--- src/rtl/sdf_radix2_stage_pkg.sv ---
// Shared widths, packed-complex field layout and component add/sub helpers
// (wrapping and halving variants) for the SDF radix-2 butterfly stage.
package sdf_radix2_stage_pkg;

  localparam int NB_DEF    = 32;
  localparam int DEPTH_DEF = 8;
  localparam int CW_MAX    = 32;

  // One guard bit above the widest component keeps a+b and a-b exact before scaling.
  typedef logic signed [CW_MAX:0] wide_t;

  function automatic int re_msb(input int nb);
    return nb - 1;
  endfunction

  function automatic int re_lsb(input int nb);
    return nb / 2;
  endfunction

  function automatic int im_msb(input int nb);
    return nb / 2 - 1;
  endfunction

  function automatic wide_t add_wrap(input wide_t a, input wide_t b);
    return a + b;
  endfunction

  function automatic wide_t sub_wrap(input wide_t a, input wide_t b);
    return a - b;
  endfunction

  function automatic wide_t add_half(input wide_t a, input wide_t b);
    return (a + b) >>> 1;
  endfunction

  function automatic wide_t sub_half(input wide_t a, input wide_t b);
    return (a - b) >>> 1;
  endfunction

endpackage

--- src/rtl/sdf_radix2_stage_if.sv ---
// Sample stream into the butterfly (start/in_valid/in_data) and result stream out
// (out_valid/out_data/out_index); master drives samples, slave is the butterfly.
interface sdf_radix2_stage_if
  import sdf_radix2_stage_pkg::*;
#(
  parameter int NB    = NB_DEF,
  parameter int DEPTH = DEPTH_DEF
);

  localparam int IW = $clog2(2 * DEPTH);

  logic          start;
  logic          in_valid;
  logic [NB-1:0] in_data;
  logic          out_valid;
  logic [NB-1:0] out_data;
  logic [IW-1:0] out_index;

  modport master (
    output start, in_valid, in_data,
    input  out_valid, out_data, out_index
  );

  modport slave (
    input  start, in_valid, in_data,
    output out_valid, out_data, out_index
  );

endinterface

--- src/rtl/sdf_radix2_stage_cplx_addsub.sv ---
// Combinational packed-complex a+b / a-b, per component; with BFLY_SCALE_EN the
// results are formed one bit wider and halved (floor), otherwise they wrap.
module sdf_radix2_stage_cplx_addsub
  import sdf_radix2_stage_pkg::*;
#(
  parameter int NB = NB_DEF
) (
  input  logic [NB-1:0] a,
  input  logic [NB-1:0] b,
  output logic [NB-1:0] sum,
  output logic [NB-1:0] diff
);

  localparam int CW  = NB / 2;
  localparam int RMS = re_msb(NB);
  localparam int RLS = re_lsb(NB);
  localparam int IMS = im_msb(NB);
  localparam int EXT = CW_MAX + 1 - CW;

  wide_t ar, ai, br, bi;
  wide_t sr, si, dr, di;
  logic  unused_hi;

  always_comb begin
    ar = {{EXT{a[RMS]}}, a[RMS:RLS]};
    ai = {{EXT{a[IMS]}}, a[IMS:0]};
    br = {{EXT{b[RMS]}}, b[RMS:RLS]};
    bi = {{EXT{b[IMS]}}, b[IMS:0]};
`ifdef BFLY_SCALE_EN
    sr = add_half(ar, br);
    si = add_half(ai, bi);
    dr = sub_half(ar, br);
    di = sub_half(ai, bi);
`else
    sr = add_wrap(ar, br);
    si = add_wrap(ai, bi);
    dr = sub_wrap(ar, br);
    di = sub_wrap(ai, bi);
`endif
    sum  = {sr[CW-1:0], si[CW-1:0]};
    diff = {dr[CW-1:0], di[CW-1:0]};
  end

  // Bits above the component width are discarded by design (wrap or post-shift truncation).
  assign unused_hi = ^{sr[CW_MAX:CW], si[CW_MAX:CW], dr[CW_MAX:CW], di[CW_MAX:CW]};

endmodule

--- src/rtl/sdf_radix2_stage.sv ---
// Radix-2 SDF butterfly: 1-cycle latency, no backpressure (in_valid qualifies each sample).
// Build option BFLY_SCALE_EN halves every sum and difference.
module sdf_radix2_stage
  import sdf_radix2_stage_pkg::*;
#(
  parameter int NB    = NB_DEF,
  parameter int DEPTH = DEPTH_DEF
) (
  input  logic               clk,
  input  logic               reset,
  sdf_radix2_stage_if.slave  bus
);

  localparam int CNTW = $clog2(2 * DEPTH);
  localparam int KW   = $clog2(DEPTH);

  logic [CNTW-1:0] cnt, cnt_eff;
  logic            pending, pend_eff;
  logic            phase_b;
  logic [KW-1:0]   k;
  logic [NB-1:0]   delay_line [DEPTH];
  logic [NB-1:0]   a_old, bf_sum, bf_diff;
  logic            out_valid_q;
  logic [NB-1:0]   out_data_q;
  logic [CNTW-1:0] out_index_q;

  // A start pulse realigns this very sample to index 0 and drops any undrained differences.
  assign cnt_eff  = bus.start ? '0 : cnt;
  assign pend_eff = bus.start ? 1'b0 : pending;
  assign phase_b  = cnt_eff[CNTW-1];
  assign k        = cnt_eff[KW-1:0];
  assign a_old    = delay_line[k];

  sdf_radix2_stage_cplx_addsub #(.NB(NB)) u_addsub (
    .a    (a_old),
    .b    (bus.in_data),
    .sum  (bf_sum),
    .diff (bf_diff)
  );

  // Delay line is data-only storage, never reset.
  always_ff @(posedge clk) begin
    if (bus.in_valid) begin
      delay_line[k] <= phase_b ? bf_diff : bus.in_data;
    end
  end

  always_ff @(posedge clk or posedge reset) begin
    if (reset) begin
      cnt         <= '0;
      pending     <= 1'b0;
      out_valid_q <= 1'b0;
      out_data_q  <= '0;
      out_index_q <= '0;
    end else begin
      out_valid_q <= 1'b0;
      if (bus.in_valid) begin
        cnt     <= cnt_eff + 1'b1;
        pending <= pend_eff | (phase_b && (k == KW'(DEPTH - 1)));
        if (phase_b) begin
          out_valid_q <= 1'b1;
          out_data_q  <= bf_sum;
          out_index_q <= {1'b0, k};
        end else if (pend_eff) begin
          out_valid_q <= 1'b1;
          out_data_q  <= a_old;
          out_index_q <= {1'b1, k};
        end
      end else if (bus.start) begin
        cnt     <= '0;
        pending <= 1'b0;
      end
    end
  end

  assign bus.out_valid = out_valid_q;
  assign bus.out_data  = out_data_q;
  assign bus.out_index = out_index_q;

endmodule
--- src/flat_wrapper.sv ---
// flat-port wrapper written by rule: the top's interface ports become plain ports
module sdf_radix2_stage_flat import sdf_radix2_stage_pkg::*;
#(
  parameter int NB    = NB_DEF,
  parameter int DEPTH = DEPTH_DEF
)
  (clk, reset, bus_start, bus_in_valid, bus_in_data, bus_out_valid, bus_out_data, bus_out_index);
  sdf_radix2_stage_if #(.NB(NB), .DEPTH(DEPTH)) bus_i ();
  input  logic clk;
  input  logic reset;
  input wire logic [$bits(bus_i.start)-1:0] bus_start;
  input wire logic [$bits(bus_i.in_valid)-1:0] bus_in_valid;
  input wire logic [$bits(bus_i.in_data)-1:0] bus_in_data;
  output wire logic [$bits(bus_i.out_valid)-1:0] bus_out_valid;
  output wire logic [$bits(bus_i.out_data)-1:0] bus_out_data;
  output wire logic [$bits(bus_i.out_index)-1:0] bus_out_index;
  assign bus_i.start = bus_start;
  assign bus_i.in_valid = bus_in_valid;
  assign bus_i.in_data = bus_in_data;
  assign bus_out_valid = bus_i.out_valid;
  assign bus_out_data = bus_i.out_data;
  assign bus_out_index = bus_i.out_index;
  sdf_radix2_stage #(.NB(NB), .DEPTH(DEPTH)) u_core (.clk(clk), .reset(reset), .bus(bus_i));
endmodule
--- config.mk ---
export PLATFORM = sky130hd
export DESIGN_NAME = sdf_radix2_stage_flat
export DESIGN_NICKNAME = d
export VERILOG_FILES = /design/src/rtl/sdf_radix2_stage_pkg.sv /design/src/rtl/sdf_radix2_stage_if.sv /design/src/rtl/sdf_radix2_stage_cplx_addsub.sv /design/src/rtl/sdf_radix2_stage.sv /design/src/flat_wrapper.sv
export SDC_FILE = /design/constraint.sdc
export NUM_CORES = 1
export LEC_CHECK = 0
export BUFFER_PORTS_ARGS = -buffer_cell sky130_fd_sc_hd__buf_2
export CAP_MARGIN = 20
export CORE_MARGIN = 2
export CORE_UTILIZATION = 35
export CTS_CLUSTER_DIAMETER = 150
export DETAILED_ROUTE_END_ITERATION = 8
export PLACE_DENSITY = 0.5
export SKIP_LAST_GASP = 1
export SYNTH_ARGS = -nofsm -noshare
export SYNTH_HDL_FRONTEND = slang
export SYNTH_SLANG_ARGS = --single-unit
--- constraint.sdc ---
create_clock -name clk -period 9.23 [get_ports clk]
set_clock_uncertainty 0.1 [all_clocks]
set_input_delay 2.3075 -clock clk [delete_from_list [all_inputs] [get_ports clk]]
set_output_delay 2.3075 -clock clk [all_outputs]
set_load 0.005 [all_outputs]
# ---- Word-level counts from Yosys, hierarchy flattened
# Memories as Yosys holds them, arrays and structs flattened.
# Index checks and enable logic that the tools add are counted.
dict set report word_totals {
  regBits 42
  mem_bits_rw 256
  wordCells 30
  memories 1
}
# name words word_bits read_ports rd_clocked_by_memory_dff write_ports line
set memory_table {}
lappend memory_table {u_core.delay_line 8 32 1 0 1 sdf_radix2_stage.sv:21} ;# logic [NB-1:0] delay_line [DEPTH];
dict set report classes {
  addsub 5
  eq_ne 1
  mux 14
  bitwise 1
  reduce_logical 3
}
# op n
set op_table {}
lappend op_table {{two-way mux 32 bit} 3}
lappend op_table {{adder 16 bit} 2}
lappend op_table {{subtractor 16 bit} 2}
lappend op_table {{two-way mux 4 bit} 4}
lappend op_table {{two-way mux 1 bit} 7}
lappend op_table {{adder 4 x 1 -> 4 bit, second input constant} 1}
lappend op_table {{== test 3 bit, second input constant} 1}
lappend op_table {{AND reduction 2 bit} 1}
lappend op_table {{nonzero test 2 bit} 1}
lappend op_table {{logical AND 1 bit} 1}
lappend op_table {{OR 1 bit} 1}

# ---- Longest topological paths before layout
# Gate-level depths: netlist of the first run.
dict set report logic_depth {
  depth_word 5
  depth_mapped 20
  depth_no_buf 19
}

# ---- Hierarchy
# Synthesis of the first run repeated with hierarchy kept, for this count alone.
dict set report unflattened {
  cells_unflattened 1258
  area_unflattened_um2 15567.4
}
# mod instances cells_per_inst area_per_inst_um2 seq_area_each_um2
set modules_own_cells {}
lappend modules_own_cells {sdf_radix2_stage 1 833 12543.3 8738.4}
lappend modules_own_cells {sdf_radix2_stage_cplx_addsub 1 425 3024.2 0.0}

# ---- Least setup slack after synthesis of the first run
# No wires, ideal clock.
dict set report synth_timing {
  path_type {input port to flip-flop}
  startpoint {input port bus_start}
  endpoint {memory u_core.delay_line[3][0] (netlist name) (enable)}
  setup_ps 461
  t_arrival_ps 5470
  required_time_ps 8669
  slack_ps 3199
  stages 8
  path_buffers 3
  path_cell_list {inv_2 -> nand2_1 -> inv_1 -> buf_4 -> buf_2 -> buf_2 -> nand2_1 -> nor3_1}
}
dict set report synth_between {
  elab_chain_cells 1
}
# element line
set synth_rtl {}
lappend synth_rtl {{from (decl)} flat_wrapper.sv:11} ;# input wire logic [$bits(bus_i.start)-1:0] bus_start;
lappend synth_rtl {{two-way mux 4 bit} --}
lappend synth_rtl {{via u_core.cnt_eff[0]} sdf_radix2_stage.sv:17} ;# logic [CNTW-1:0] cnt, cnt_eff;
lappend synth_rtl {{to (decl)} sdf_radix2_stage.sv:21}
# The timed path passes the listed nets, and every way through them passes these cells.

# ---- Worst setup path after layout of the first run
dict set report layout_timing {
  startpoint {input port bus_start}
  endpoint {memory u_core.delay_line[4][15] (netlist name) (data pin)}
}
dict set report layout_between {
  elab_chain_cells 4
}
# element line
set layout_rtl {}
lappend layout_rtl {{two-way mux 4 bit *} --}
lappend layout_rtl {{memory read (8 x 32 bit)} --}
lappend layout_rtl {{subtractor 16 bit} sdf_radix2_stage_pkg.sv:29} ;# return a - b;
lappend layout_rtl {{two-way mux 32 bit *} sdf_radix2_stage.sv:44} ;# delay_line[k] <= phase_b ? bf_diff : bus.in_data;
# Every way passes the cells marked *; elsewhere a longest branch is shown, timed or not.

==> run summary, run 1 <==
The antenna violation net count after detailed routing is 0. The total via count in the routed design came out at 9869. The global placer's final weighted congestion came out at 0.885. The share of flip-flops with an asynchronous set or reset after synthesis is 14.1%. Leaving out fill and tap cells, the most frequent cell in the layout is sky130_fd_sc_hd__edfxtp_1.

The post-route fraction of the period consumed by the critical path came out at 75.9%. The synthesized design contains 256 enable-type register cells. For this run, the total global-route usage over all layers was measured as 18.1%.

The number of hold violations in the final report came out at 0. The compound-cell area share of the yosys netlist is 12.8%. The clock period minus worst slack came out at 7.00 ns.

The library cells used most frequently in the layout, excluding fill and tap cells, are sky130_fd_sc_hd__edfxtp_1 (256), sky130_fd_sc_hd__nand2_1 (134), sky130_fd_sc_hd__o21ai_0 (101). For this run, design rule violations remaining after detail routing come to 0. The share of layout cells above drive strength 1 came out at 15.9%. After detailed routing, the average wire length per cell comes to 21.0 um. The startpoint identified for the worst register-to-register timing path is u_core.cnt[0]. The final layout net count is 1397.

After synthesis the netlist holds a flip-flop and latch count of 298. Setup violations remaining at the end of the flow were counted as 0. The endpoint identified for the worst register-to-register timing path is u_core.delay_line[2][12]. The synthesis-to-layout area growth came out at 14.3%. The setup slack on the worst flop-to-flop path is 3.54 ns. The floorplan has 75 rows. The routed design has 38900 um of wire. The maximum net fanout on the critical path came out at 27.

The cts-stage hold buffer count is 0. The leakage power came out at 6.39 nW. Once the clock tree was built, the resizer swapped 0 gates to a different size. The number of antenna cells inserted came out at 0.

Counting every net in the synthesized netlist gives 1326. The path class of the tightest hold or removal check is flop to flop. The final cell utilization of the core came out at 40.5%. The clock transition at the register clock pins on the worst setup and hold paths after CTS came out at 0.06 ns. The summed instance area of the synthesized netlist came out at 14800 um2.

The global-route wire length before repair came out at 60100 um. The number of distinct library cells after synthesis came out at 72. The starting density of the core is 35.4%. In this design, the critical path's most frequently occurring cell is sky130_fd_sc_hd__o21ai_0. The initial antenna violation count is 0. Counting the fill cells in the layout gives 3994. Of the total synthesized cell area, the portion taken by AND, OR, NAND and NOR gates is 10.1%.

The most critical setup path has its startpoint at bus_start. The number of buffers inserted during clock tree synthesis is 34. The main combinational cell family by area after synthesis is compound AO/OA/AOI/OAI gates. The data required time of the worst path is 9.38 ns. The number of pins exceeding their max-slew limit in the final report is 0. The portion of netlist area occupied by mux cells came out at 6.52%. The number of iterations in the first detailed-routing pass came out at 4. The die covers 44000 um2. Among all flip-flop cells after synthesis, the most frequent one is sky130_fd_sc_hd__edfxtp_1. The signal on the critical path passes through buf_2, inv_2, nand2_2, inv_2, buf_4, nor2_1, o21ai_0, o21ai_0, a32oi_1, ha_1, nor2b_1, o21ai_0, a21oi_1, o221ai_2, a2111oi_2, o311ai_0, a21oi_1, nand3b_1, xnor2_1. Setup repair after global routing left no endpoint under its margin. TritonCTS built the clock tree. The synthesized instance count came out at 1224. The clock insertion delay at the later pin of the skew report is 0.54 ns. The adder and majority gate portion of the synthesized area came out at 5.77%. The headroom to the max-slew limit is 34.1%. The via density per instance is 5.32. The mean instance size in the synthesized netlist is 12.1 um2.

The clock sink total is 298. Once detailed placement completed, the half-perimeter wirelength came to 26300 um. The largest individual stage delay along the critical path comes from the cell sky130_fd_sc_hd__inv_2. The number of global-route vias before repair came to 10100. The worst setup path is captured at a flop. VDD sags by at most 0.0000991 V. At the pin with the least slew margin, the transition time is 0.978 ns. The area share of xor/xnor cells in the synthesized design came out at 2.36%. Port buffering added 72 buffers. CTS placed an instance of sky130_fd_sc_hd__clkbuf_16 at the clock tree root. Yosys printed 0 warnings. The type of the setup path with the least slack is input pin to flop. The cell count of the worst reg-to-reg path came out at 17. On the worst path, the slowest cell contributes a delay of 0.55 ns. The max-capacitance violation count is 0. Of the synthesized area, sequential elements account for 58.9%. The data arrival time at the worst-slack endpoint came out at 7.16 ns. The number of primary I/O pins came out at 73. The worst setup path endpoint is u_core.delay_line[4][15]. Summed over all failing endpoints, the final setup total negative slack is 0 ns. The worst setup path is launched from an input pin. The buffers inserted during post-CTS setup optimization came out at 0. The number of buffers on the longest clock path is 3. The power density relative to cell area is 207 nW/um2. The fmax came out at 143 MHz. The number of H-tree branching levels is 2. The maximum number of pins on one net before global-route repair came out at 64. The count of routing violations after the opening detailed-route iteration is 641. Global routing finished with a remaining overflow of 0. The run finished with clean final reports. The floorplan step set the die width to 210 um. The core region is 41900 um2. The die is 210 um tall.
stage by stage:
| stage | power, mW | cells | setup slack (ns) | hold slack, ns | instance area, um2 |
|---|---|---|---|---|---|
| floorplan | 2.05 | 1224 | 3.20 | 0.363 | 14800 |
| global route | 3.67 | 1856 | 1.76 | 0.389 | 16900 |
| detailed placement | 2.23 | 1794 | 1.65 | 0.363 | 15800 |
| finish | 3.51 | 1856 | 2.23 | 0.368 | 16900 |
| CTS | 3.55 | 1852 | 2.18 | 0.376 | 16900 |
| global placement | 2.22 | 1794 | 1.67 | 0.355 | 15800 |
power by group:
part / total, mW / internal (mW) / leakage (nW) / switching [mW]
Clock: 1.31 / 0.780 / 0.514 / 0.530
Combinational: 0.695 / 0.272 / 2.97 / 0.424
Sequential: 1.51 / 1.50 / 2.91 / 0.0102
cells in the mapped netlist (all sizes together) (5+ instances only):
| master | instances | area [um2] |
|---|---|---|
| nand3b | 5 | 37.5 |
| inv | 65 | 244 |
| or3 | 14 | 87.6 |
| nor3 | 25 | 130 |
| a32oi | 9 | 78.8 |
| nand3 | 9 | 45.0 |
| buf | 24 | 123 |
| a21oi | 54 | 274 |
| nand2 | 136 | 510 |
| o21a | 5 | 37.5 |
| o21ai | 110 | 551 |
| o31ai | 7 | 52.6 |
| dfrtp | 42 | 1050 |
| xor2 | 13 | 114 |
| nor2b | 17 | 106 |
| mux4 | 29 | 653 |
| o21bai | 6 | 45.0 |
| mux2i | 28 | 280 |
| a211oi | 10 | 75.1 |
| xnor2 | 27 | 236 |
| o22ai | 7 | 43.8 |
| o211ai | 7 | 57.6 |
| edfxtp | 256 | 7690 |
| nor2 | 104 | 390 |
| clkbuf | 39 | 146 |
| a21o | 8 | 60.1 |
| nand2b | 11 | 68.8 |
| ha | 62 | 776 |
| a2bb2oi | 14 | 123 |
| a31oi | 20 | 125 |
kinds of logic (layout without fill, tap and decap cells):
kind of cell | after synthesis | count (layout)
simple gates | 338 | 338
xor+xnor | 40 | 40
buf+inv | 129 | 222
flops | 298 | 298
compound gates | 293 | 293
mux | 60 | 60
fa+ha+maj | 66 | 66
state kept, by name, summed over array words and instances (netlist names):
signal and cells:
u_core.bus.out_data 32, u_core.bus.out_index 4, u_core.bus.out_valid 1, u_core.cnt 4, u_core.delay_line 256, u_core.pending 1
worst max-delay path, delay by kind of cell:
family	cells	cell delay [ns]
simple gates	4	0.49
xor+xnor	1	0.49
fa+ha+maj	1	0.35
buf+inv	4	1.41
compound gates	9	2.09
area by class of cell:
type                       count  area (um2)  area share (%)
inverter                      66         248            1.46
sequential                   298        8740            51.6
clock inverter                14         158           0.930
tap                          539         674            3.98
clock buffer                  44         910            5.37
multi-input combinational    797        5650            33.3
timing repair buffer          98         566            3.34
worst min-delay path by stage:
stage                            startpoint                       to  slack (ns)  depth (start not counted)
floorplan                    u_core.pending           u_core.pending        0.36                          2
global placement    u_core.bus.out_data[24]  u_core.bus.out_data[24]        0.35                          1
detailed placement  u_core.bus.out_data[24]  u_core.bus.out_data[24]        0.36                          1
CTS                 u_core.bus.out_data[24]  u_core.bus.out_data[24]        0.38                          1
global route        u_core.bus.out_index[3]  u_core.bus.out_index[3]        0.39                          1
finish              u_core.bus.out_data[24]  u_core.bus.out_data[24]        0.37                          1
routing by layer:
metal	global-route usage [%]	part of all wire, %	vias to the layer above
met5	0	0	-
met4	6.02	2.4	0
met3	2.47	3.6	50
met2	30.6	48	226
met1	24.0	46	4917
li1	-	-	4676
(Power assumes the default switching activity.)
==> run 2, diff against run 1 <==
--- a/config.mk
+++ b/config.mk
@@ -5,13 +5,14 @@
 export SDC_FILE = /design/constraint.sdc
 export NUM_CORES = 1
 export LEC_CHECK = 0
+export ABC_AREA = 1
 export BUFFER_PORTS_ARGS = -buffer_cell sky130_fd_sc_hd__buf_2
 export CAP_MARGIN = 20
 export CORE_MARGIN = 2
 export CORE_UTILIZATION = 35
 export CTS_CLUSTER_DIAMETER = 150
 export DETAILED_ROUTE_END_ITERATION = 8
-export PLACE_DENSITY = 0.5
+export PLACE_DENSITY = 0.52
 export SKIP_LAST_GASP = 1
 export SYNTH_ARGS = -nofsm -noshare
 export SYNTH_HDL_FRONTEND = slang
==> constraint.sdc (replaced) <==
create_clock -name clk -period 6.35 [get_ports clk]
set_clock_uncertainty 0.1 [all_clocks]
set_input_delay 1.5875 -clock clk [delete_from_list [all_inputs] [get_ports clk]]
set_output_delay 1.5875 -clock clk [all_outputs]
set_load 0.005 [all_outputs]
==> run summary, run 2 <==
The area share of xor/xnor cells in the synthesized design came out at 1.08% (-1.3 points). The TritonCTS clock tree is yes. The max-capacitance violation count came out at 0 (unchanged). The site row count came out at 77 (+2.7%).

The number of primary I/O pins came out at 73 (unchanged). Compared with the post-synthesis result, the final layout area differs by 14.9%. The tree is rooted in a sky130_fd_sc_hd__clkbuf_16.

By area, the combinational part of the netlist is dominated by simple AND/OR/NAND/NOR gates. The number of buffers on the longest clock path is 3 (unchanged). The starting density of the core came out at 35.2% (-0.19 points).

Leaving out fill and tap cells, the most frequent cell in the layout is sky130_fd_sc_hd__nand2_1. The area share of the largest cell type after synthesis came out at 49.7% (-2.2 points). The number of iterations in the first detailed-routing pass is 5 (+1). The final routed wirelength across all metal layers is 44600 um (+15%).

The most numerous cell type found on the critical path is sky130_fd_sc_hd__nand3_1. The global-route wire length before repair came out at 68900 um (+15%). In the finished design, the share of the clock period the worst path needs comes to 76.8%. The commonest cells after synthesis are sky130_fd_sc_hd__nand2_1 (568), sky130_fd_sc_hd__edfxtp_1 (256), sky130_fd_sc_hd__nand3_1 (207). The final number of setup-violating endpoints is 0 (unchanged). The final-layout worst hold slack is 0.365 ns (-0.00383 ns). The core outline area came out at 43900 um2 (+5.0%). The clock period minus worst slack is 4.88 ns. The average wire per cell in the routed design came out at 18.5 um (-12%). The number of distinct library cells after synthesis came out at 38 (-47%).

The leakage power came out at 7.76 nW (+21%). The sum of negative setup slack came out at 0 ns (unchanged). The most instantiated library cell after synthesis is sky130_fd_sc_hd__nand2_1. The power density relative to cell area is 277 nW/um2 (+33%). The portion of netlist area occupied by mux cells is 0% (-6.5 points). The buffers inserted during post-CTS setup optimization came out at 0 (unchanged).

The cts-stage hold buffer count came out at 0 (unchanged). The final layout net count is 1892 (+35%). The count of buffers inserted at the top-level ports was 72 (unchanged).

The type of the setup path with the least slack is input pin to flop. Setup repair after global routing left no endpoint under its margin. The overall power after layout is 4.92 mW (+40%). In the layout the commonest cells are sky130_fd_sc_hd__nand2_1 (568), sky130_fd_sc_hd__edfxtp_1 (256), sky130_fd_sc_hd__nand3_1 (207). The number of buffers inserted during clock tree synthesis is 34 (unchanged). The pre-CTS setup slack came out at 0.920 ns (-0.728 ns). The final cell utilization of the core was 40.5% (about the same). The compound-cell area share of the yosys netlist came out at 6.47% (-6.3 points).

The die outline height came to 214 um (+2.1%). Yosys attributes the largest share of cell area to sky130_fd_sc_hd__edfxtp_1 (50%), sky130_fd_sc_hd__nand2_1 (14%), sky130_fd_sc_hd__dfrtp_1 (6.8%). The total via count in the routed design came out at 12000 (+22%).

The global placer's final weighted congestion is 0.916 (+3.6%). The remaining design rule violation count came out at 0 (unchanged). The adder and majority gate portion of the synthesized area came out at 5.53% (-0.24 points). The total half-perimeter wirelength after legalization and detailed placement is 30600 um (+16%).

The clock transition at the register clock pins on the worst setup and hold paths after CTS came out at 0.06 ns (about the same). The number of H-tree branching levels came out at 2 (unchanged). The clock insertion delay at the later pin of the skew report is 0.54 ns (about the same). The headroom to the max-slew limit is 32.1% (-2.0 points). The count of cells resized by post-cts repair is 0 (unchanged). The min-delay analysis places its worst path in the category flop to flop. The top register by number of flip-flops is u_core.delay_line. The antenna violation net count after detailed routing came out at 0 (unchanged).

Summed over all instances, the cell type with the most area after synthesis is sky130_fd_sc_hd__edfxtp_1. The number of flip-flops under the largest register name is 256 (unchanged). The data arrival time at the worst-slack endpoint is 4.94 ns (-2.22 ns). The area enclosed by the die boundary came out at 45900 um2 (+4.3%).

The simple-gate area share of the yosys netlist came out at 24.4% (+14 points). The primary flip-flop cell chosen by synthesis mapping is sky130_fd_sc_hd__edfxtp_1. The count of routing violations after the opening detailed-route iteration was 971 (+51%). The measured slew at the worst slew-check pin was 1.01 ns (+0.0300 ns). The number of antenna cells inserted came out at 0 (unchanged).

The maximum net fanout on the critical path came to 38 (+41%). The number of hold violations in the final report came to 0 (unchanged). The count of yosys warnings during synthesis is 0 (unchanged). The fmax came out at 205 MHz. STA classifies the critical path endpoint as a flop. Traced cell by cell, the critical path runs through buf_2, inv_2, nand2_4, buf_4, nand2_1, nand3_1, nand4_1, ha_1, inv_1, fa_1, nand3_1, nand2_1, a21boi_0, nor2_1, nand2_1, nand3_1, nand3_1, o21ai_0.

The width of the die is 214 um (+2.1%). The share of layout cells above drive strength 1 was 10.4% (-5.5 points). The maximum vdd ir drop came out at 0.000163 V (+64%). The mean instance size in the synthesized netlist is 9.09 um2 (-25%).

The number of flops mapped to enable cells by yosys was 256 (unchanged). The overall fraction of global-route tracks in use is 19.4% (+1.4 points). The data required time of the worst path came out at 6.41 ns (-2.97 ns). The number of synthesized register bits is 298 (unchanged).

On the critical path, the stage with the largest delay is an instance of sky130_fd_sc_hd__fa_1. The number of global-route vias before repair is 11600 (+14%). The via density per instance came out at 4.99 (-6.2%). The setup slack of the critical path after layout came out at 1.47 ns (-0.752 ns). The synthesized instance count came out at 1703 (+39%). The net count after synthesis is 1805 (+36%).

The share of flip-flops with an asynchronous set or reset after synthesis is 14.1% (unchanged). The worst setup path is launched from an input pin. The post-synthesis sequential area ratio came out at 56.5% (-2.5 points). The clock sink total is 298 (unchanged). The overflow left after global routing came out at 0 (unchanged). The maximum number of pins on one net before global-route repair is 52 (-19%). The initial antenna violation count came out at 0 (unchanged). The number of pins exceeding their max-slew limit in the final report is 0 (unchanged). The summed instance area of the synthesized netlist came out at 15500 um2 (+4.4%).

The stage delay of the slowest cell on the critical path is 0.48 ns (-0.07 ns). The run finished with clean final reports.
==> run 2: cell type report <==
cell class	count	area (um2)
sequential	298	8740
fill	4410	26100
clock buffer	49	948
multi-input combinational	1179	5870
inverter	159	597
clock inverter	13	95.1
timing repair buffer	118	793
tap	592	741
==> run 2: final timing paths <==
check / start / endpoint / slack, ns / cells after the start
max: bus_start / u_core.delay_line[0][24] / 1.47 / 18
min: u_core.bus.out_index[3] / u_core.bus.out_index[3] / 0.36 / 2
max reg2reg: u_core.cnt[0] / u_core.delay_line[0][24] / 1.92 / 17
min reg2reg: u_core.bus.out_index[3] / u_core.bus.out_index[3] / 0.36 / 2
max in group asynchronous: reset / u_core.bus.out_data[1] / 4.74 / 3
min in group asynchronous: reset / u_core.bus.out_data[30] / 0.90 / 2
==> run 2: cell families (layout without fill, tap and decap cells) <==
group | count (synthesis) | in the layout
AND/OR/NAND/NOR | 911 | 911
flip-flops | 298 | 298
buffers and inverters | 226 | 339
AO/OA/AOI/OAI | 183 | 183
adder cells (fa/ha/maj) | 66 | 66
XOR/XNOR | 19 | 19
==> run 2: metrics by stage <==
step           instance area, um2  cells
6_report                    17800   2408
5_1_grt                     17800   2408
4_1_cts                     17700   2403
3_5_place_dp                16700   2341
3_3_place_gp                16700   2338
2_1_floorplan               15500   1703
==> run 2: routing by layer <==
metal | vias to the layer above | wire length (um) | track usage (%)
li1 | 5894 | - | -
met1 | 5705 | 20400 | 26.9
met2 | 345 | 20500 | 31.6
met3 | 62 | 2690 | 3.29
met4 | 0 | 1040 | 5.23
met5 | - | 0 | 0
==> run 2: power breakdown <==
part	internal, mW	switching (mW)
registers	2.17	0.0113
logic	0.273	0.620
clock network	1.05	0.798
total	3.49	1.43
==> run 2: worst max-delay path: cells and delay by family <==
family	cells	cell delay [ns]
adders and majority gates	2	0.64
buffers and inverters	4	0.79
AOI/OAI and AO/OA	2	0.60
and+or+nand+nor	10	1.29
